**src/rtl/cnn_pkg.sv**
```systemverilog
// Shared constants and types for the 4x4 CNN frame sequencer.
// Q4.4 cell words, raster-ordered cells, sequencer state encoding.
package cnn_pkg;
  localparam int WIDTH = 9;
  localparam int CELLS = 16;

  localparam logic [WIDTH-1:0] ONE     = 9'h010;
  localparam logic [WIDTH-1:0] NEG_ONE = 9'h1F0;

  typedef enum logic [1:0] {
    LOAD   = 2'd0,
    SETTLE = 2'd1,
    DRAIN  = 2'd2
  } state_e;

  // LSB position of cell k in a flat CELLS*w vector.
  function automatic int cell_lsb(input int k, input int w);
    return k * w;
  endfunction
endpackage

```
**src/rtl/cnn_frame_buffer.sv**
```systemverilog
// 16-entry input frame register file: indexed write, zero-fill above the
// written index, and a parallel view of the contents as they will be after this edge.
module cnn_frame_buffer #(
  parameter int WIDTH = 9,
  parameter int CELLS = 16,
  parameter int IDXW  = $clog2(CELLS)
) (
  input  logic                   clk,
  input  logic                   rst_n,
  input  logic                   i_wr,
  input  logic [IDXW-1:0]        i_idx,
  input  logic [WIDTH-1:0]       i_data,
  input  logic                   i_zfill,
  output logic [CELLS*WIDTH-1:0] o_next_flat
);
  import cnn_pkg::*;

  for (genvar g = 0; g < CELLS; g++) begin : g_cell
    logic [WIDTH-1:0] r_cell;
    logic [WIDTH-1:0] w_nxt;

    // A short frame clears every cell past the final written index.
    always_comb begin
      w_nxt = r_cell;
      if (i_wr) begin
        if (i_idx == IDXW'(g))                  w_nxt = i_data;
        else if (i_zfill && (IDXW'(g) > i_idx)) w_nxt = '0;
      end
    end

    always_ff @(posedge clk or negedge rst_n) begin
      if (!rst_n) r_cell <= '0;
      else        r_cell <= w_nxt;
    end

    assign o_next_flat[cell_lsb(g, WIDTH) +: WIDTH] = w_nxt;
  end
endmodule

```
**src/rtl/cnn_frame_sequencer.sv**
```systemverilog
// Serial-in / serial-out frame sequencer around the 4x4 CNN array.
// Define CNN_BINARIZE_EN to threshold captured outputs to +/-1.0.
module cnn_frame_sequencer #(
  parameter int WIDTH         = 9,
  parameter int CELLS         = 16,
  parameter int SETTLE_CYCLES = 64
) (
  input  logic                   clk,
  input  logic                   rst_n,
  input  logic                   s_valid,
  output logic                   s_ready,
  input  logic [WIDTH-1:0]       s_data,
  input  logic                   s_last,
  output logic [CELLS*WIDTH-1:0] u_flat,
  input  logic [CELLS*WIDTH-1:0] y_flat,
  output logic                   m_valid,
  input  logic                   m_ready,
  output logic [WIDTH-1:0]       m_data,
  output logic                   m_last,
  output logic                   busy,
  output logic                   frame_err
);
  import cnn_pkg::*;

  localparam int IDXW = $clog2(CELLS);
  localparam int CNTW = $clog2(SETTLE_CYCLES + 1);
  localparam logic [IDXW-1:0] LAST_IDX = IDXW'(CELLS - 1);

  state_e                       r_state, w_state_nxt;
  logic [IDXW-1:0]              r_idx, r_oidx;
  logic [CNTW-1:0]              r_cnt;
  logic [CELLS*WIDTH-1:0]       r_u, w_commit;
  logic [CELLS-1:0][WIDTH-1:0]  r_snap, w_cap;
  logic                         r_err;
  logic w_in_xfer, w_out_xfer, w_frame_end, w_settle_done, w_drain_done;

  assign w_in_xfer     = s_valid & s_ready;
  assign w_frame_end   = w_in_xfer & (s_last | (r_idx == LAST_IDX));
  assign w_settle_done = (r_state == SETTLE) && (r_cnt == '0);
  assign w_out_xfer    = m_valid & m_ready;
  assign w_drain_done  = w_out_xfer & (r_oidx == LAST_IDX);

  cnn_frame_buffer #(.WIDTH(WIDTH), .CELLS(CELLS), .IDXW(IDXW)) u_buf (
    .clk         (clk),
    .rst_n       (rst_n),
    .i_wr        (w_in_xfer),
    .i_idx       (r_idx),
    .i_data      (s_data),
    .i_zfill     (s_last),
    .o_next_flat (w_commit)
  );

  always_comb begin
    w_cap = '0;
    for (int k = 0; k < CELLS; k++) begin
`ifdef CNN_BINARIZE_EN
      w_cap[k] = y_flat[cell_lsb(k, WIDTH) + WIDTH - 1] ? WIDTH'(NEG_ONE) : WIDTH'(ONE);
`else
      w_cap[k] = y_flat[cell_lsb(k, WIDTH) +: WIDTH];
`endif
    end
  end

  always_ff @(posedge clk or negedge rst_n) begin
    if (!rst_n) r_state <= LOAD;
    else        r_state <= w_state_nxt;
  end

  always_comb begin
    w_state_nxt = r_state;
    case (r_state)
      LOAD:    if (w_frame_end)   w_state_nxt = SETTLE;
      SETTLE:  if (w_settle_done) w_state_nxt = DRAIN;
      DRAIN:   if (w_drain_done)  w_state_nxt = LOAD;
      default:                    w_state_nxt = LOAD;
    endcase
  end

  always_comb begin
    s_ready = 1'b0;
    busy    = 1'b0;
    m_valid = 1'b0;
    m_last  = 1'b0;
    m_data  = '0;
    case (r_state)
      LOAD:   s_ready = 1'b1;
      SETTLE: busy    = 1'b1;
      DRAIN: begin
        busy    = 1'b1;
        m_valid = 1'b1;
        m_last  = (r_oidx == LAST_IDX);
        m_data  = r_snap[r_oidx];
      end
      default: ;
    endcase
  end

  // Framing error: s_last and the final index must coincide.
  always_ff @(posedge clk or negedge rst_n) begin
    if (!rst_n) begin
      r_idx  <= '0;
      r_oidx <= '0;
      r_cnt  <= '0;
      r_u    <= '0;
      r_snap <= '0;
      r_err  <= 1'b0;
    end else begin
      if (w_in_xfer)
        r_idx <= w_frame_end ? '0 : r_idx + 1'b1;
      if (w_in_xfer && (s_last ^ (r_idx == LAST_IDX)))
        r_err <= 1'b1;
      if (w_frame_end) begin
        r_u   <= w_commit;
        r_cnt <= CNTW'(SETTLE_CYCLES - 1);
      end else if ((r_state == SETTLE) && (r_cnt != '0)) begin
        r_cnt <= r_cnt - 1'b1;
      end
      if (w_settle_done)
        r_snap <= w_cap;
      if (w_out_xfer)
        r_oidx <= w_drain_done ? '0 : r_oidx + 1'b1;
    end
  end

  assign u_flat    = r_u;
  assign frame_err = r_err;
endmodule
```
**config.mk**
```make
export PLATFORM = sky130hd
export DESIGN_NAME = cnn_frame_sequencer
export DESIGN_NICKNAME = d
export VERILOG_FILES = /design/src/rtl/cnn_pkg.sv /design/src/rtl/cnn_frame_buffer.sv /design/src/rtl/cnn_frame_sequencer.sv
export SDC_FILE = /design/constraint.sdc
export NUM_CORES = 1
export LEC_CHECK = 0
export CAP_MARGIN = 40
export CELL_PAD_IN_SITES_DETAIL_PLACEMENT = 2
export CELL_PAD_IN_SITES_GLOBAL_PLACEMENT = 2
export CORE_UTILIZATION = 39
export DETAILED_ROUTE_END_ITERATION = 8
export PLACE_DENSITY_LB_ADDON = 0.25
export SYNTH_ARGS = -nofsm -noshare
export SYNTH_HDL_FRONTEND = slang
export SYNTH_SLANG_ARGS = --single-unit
```
**constraint.sdc**
```tcl
create_clock -name clk -period 8.3 [get_ports clk]
set_clock_uncertainty 0.05 [all_clocks]
set_input_delay 2.49 -clock clk [delete_from_list [all_inputs] [get_ports clk]]
set_output_delay 2.49 -clock clk [all_outputs]
set_load 0.03 [all_outputs]
```
==> metrics.md <==
| Metric | Value |
|---|---|
| CP Buf/Inv Count | 2 |
| P_int | 4.935 mW |
| Crit Path Category | register to output pin |
| DRC violations left | 0 |
| Seq/Total Area, Yosys | 60.02% |
| Hold EP | u_buf.g_cell[8].r_cell[7] |
| Cell mode on critical path | a22oi_1 |
| CTS tree | yes |
| Routed WL | 61.46 mm |
| Comb pwr share | 33.3% |
| Max-cap violations | 0 |
| Top area cells in the synthesized netlist | dfrtp_1 60%, mux2_2 12%, mux2_4 4.8% |
| Max Freq | 165.6 MHz |
| Initial core utilization | 39.46% |
| DRT antenna net count | 0 |
| Clock Latency Late Sink | 0.62 ns |
| Startpoint Class | register |
| Row cnt | 80 |
| R2R Path Start | r_cnt[0] |
| Synth cell types | 53 |
| Leak | about 11 nW |
| Slowest-stage cell, CP | dfrtp_4 |
| Status | completed |
| Tcrit/Tclk final | 72.75% |
| Post-synthesis simple-gate area fraction | 5.775% |
| Avg Cell Area, Syn | 13.65 sq um |
| CP Max Fanout | 40 |
| Hold Slack | 0.4235 ns |
| Part of the power in registers | ~38% |
| Slew margin rel. | 41.16% |
| Routability cong. | 0.8416 |
| Proportion of synthesized area in mux cells | 20.63% |
| Worst-Margin Slew | 0.8820 ns |
| R2R cell count | 8 |
| Peak VDD IR | 0.0002458 V |
| Hold Fails Final Rpt | 0 |
| Setup TNS | 0 ns |
| Overall Global Routing Usage | between 20% and 30% |
| Post_cts resized | 0 |
| Postcts setup bufs | 0 |
| Setup violators final | 0 |
| Largest family of logic cells by synthesized area | multiplexers |
| CTS Buffer Depth | 3 |
| DR iter-0 viols | 733 |
| Via count | between 10000 and 15000 |
| Power Density | 317.4 nW/um^2 |
| Synth Area in Adders | less than 1% |
| Via density | 5.564 |
| H-tree levels | 2 |
| Async SR Flop Fraction | 100.0% |
| Worst path cell trace | buf_4, mux2i_1, a22oi_1, a22oi_1, o211ai_1, clkdlybuf4s50_1 |
| Clk network pwr share | 28.8% |
| Vias in the first global route | approximately 15000 |
| Xor and xnor area share after synthesis | 0.1867% |
| Req. time, crit path | 5.76 ns |
| Core ar. | 47550 sq um |
| Worst-path clk slew | 0.06 ns |
| Synth area leader | dfrtp_1 |
| Largest net degree at the start of global routing | 127 |
| Data arrival time of the worst path | 3.50 ns |
| Post-synthesis compound-gate area fraction | 9.677% |
| DP HPWL | ~41 mm |
| CP delay by family, top | buffers and inverters |
| TritonRoute pass-1 iters | 5 |
| Hold depth | 2 |
| Fraction of layout cells with a size suffix above 1 | between 20 and 25% |
| Synth top area share | 60.02% |
| CTS Buf Count | 50 |
| Ys Warns | 0 |
| Crit. End Element | output pin |
| Syn Nets | 1545 |
| Post-synth EDFFs | 0 |
| Post-CTS Hold Fix Bufs | 0 |
| R2r endpoint | r_snap[11] |
| Synth top cells by count | 450 x dfrtp_1, 194 x mux2_2, 103 x nand2_1 |
| Area Overhead vs Synth | 29.01% |
| First-pass GRT wire length | around 94 mm |
| Min-delay src | u_buf.g_cell[8].r_cell[7] |
| IO Count | 316 |
| Worst min-delay path class | register to register |
| Final net count | 1836 |
| Die area | 48990 sq um |
| DR WL/cell | ~26 microns |
| R2R Setup Slk | 4.80 ns |
| Slew Viols, Final | 0 |
| Max incr delay on CP | 0.92 ns |
| Most numerous cell in the Yosys netlist | dfrtp_1 |
| Switch share | a little over a third |
| Fin crit period | 6.038 ns |
| Sw Pwr | 2.748 mW |
| RSZ-0062 raised after global routing | no |
| Initial antenna violation count | 5 |
| Mapped Cells | 1374 |
| CTS Root Cell | clkbuf_16 |
| Grt total ovfl | 0 |
| Chip width | 221.3 microns |
| Die Height | 221.3 microns |
| Number of port buffers | 315 |
| Synthesized cell area | 18760 sq um |
| Seq cells post-synth | 450 |
| CTS sink count | 450 |
| Predominant post-synthesis flop cell | dfrtp_1 |
==> layout make-up <==
cell class,count,area [sq um]
Antenna cell,4,10.01
Multi-Input combinational cell,802,6979
Inverter,21,78.83
Fill cell,4422,23340
Clock buffer,79,1511
Timing Repair Buffer,340,3456
Sequential cell,450,11260
Clock inverter,12,135.1
Tap cell,615,769.5
==> how the worst max path moves through the flow <==
| stage | endpoint | cells past startpoint | startpoint | slack (ns) |
|---|---|---|---|---|
| finish | m_data[4] | 6 | r_oidx[0] | 2.26 |
| global route | m_data[1] | 6 | r_oidx[0] | 2.05 |
| CTS | m_data[4] | 6 | r_oidx[0] | 2.19 |
| detailed placement | m_data[4] | 6 | r_oidx[0] | 2.87 |
| global placement | u_flat[37] | 5 | s_valid | 2.78 |
| floorplan | m_data[0] | 6 | r_state[0] | 3.55 |
==> power by group through the flow <==
| stage | clock, mW | sequential [mW] | combinational, mW |
|---|---|---|---|
| floorplan | 0 | 3.22 | 1.09 |
| global placement | 0 | 2.92 | 2.45 |
| detailed placement | 0 | 2.95 | 2.55 |
| CTS | 2.28 | 2.92 | 2.59 |
| global route | 2.35 | 2.96 | 2.70 |
| finish | 2.22 | 2.91 | 2.56 |
==> state kept, by name, summed over array words and instances, names as in the netlist <==
signal and cells:
frame_err 1, r_cnt 7, r_idx 4, r_oidx 4, r_snap 144, r_state 2
u_buf.g_cell.r_cell 144, u_flat 144
==> logic make-up (layout without fill, tap and decap cells) <==
logic type | count (synthesis) | count (layout)
flops | 450 | 450
buf+inv | 122 | 452
simple gates | 236 | 236
mux | 305 | 305
xor+xnor | 4 | 4
other cells | 0 | 4
fa+ha+maj | 13 | 13
compound gates | 244 | 244
==> per-stage QoR <==
step	util (%)	worst slack, ns	cell area (sq um)	cells	total power [mW]
after CTS	50.89	2.193	24190	2319	7.789
after detailed placement	47.42	2.872	22550	2228	5.491
after floorplan	-	3.552	18760	1374	4.315
after global placement	47.07	2.785	22380	2217	5.374
after global routing	50.89	2.048	24190	2319	8.014
final	50.91	2.262	24200	2323	7.683
==> worst register-to-register path, stage by stage, from the launching register on <==
cell and delay [ns]:
dfrtp_1 0.35, inv_1 0.08, ha_1 0.23, nand2b_1 0.18, or4_4 0.54, buf_4 0.72, buf_4 0.50, buf_16 0.30
mux2_2 0.43
==> cells in the final DEF, fill, tap and decap left out, types with 24 or more instances in the layout <==
cell type and n:
dfrtp_1 449, clkdlybuf4s50_1 314, mux2_2 194, nand2_1 103, a22o_1 99, mux2_4 60
nor2_1 52, clkbuf_16 51, o21ai_0 48, mux2i_1 29, a31oi_1 27, nand3_1 24
==> layer usage <==
metal,vias up,share of wire [%],GRT usage [%]
met1,6918,39,30.30
met2,342,51,44.60
met5,-,0.021,0
li1,5557,-,-
met3,106,5.8,5.736
met4,2,3.4,9.565
No activity file was read; power rests on OpenSTA's default activity.
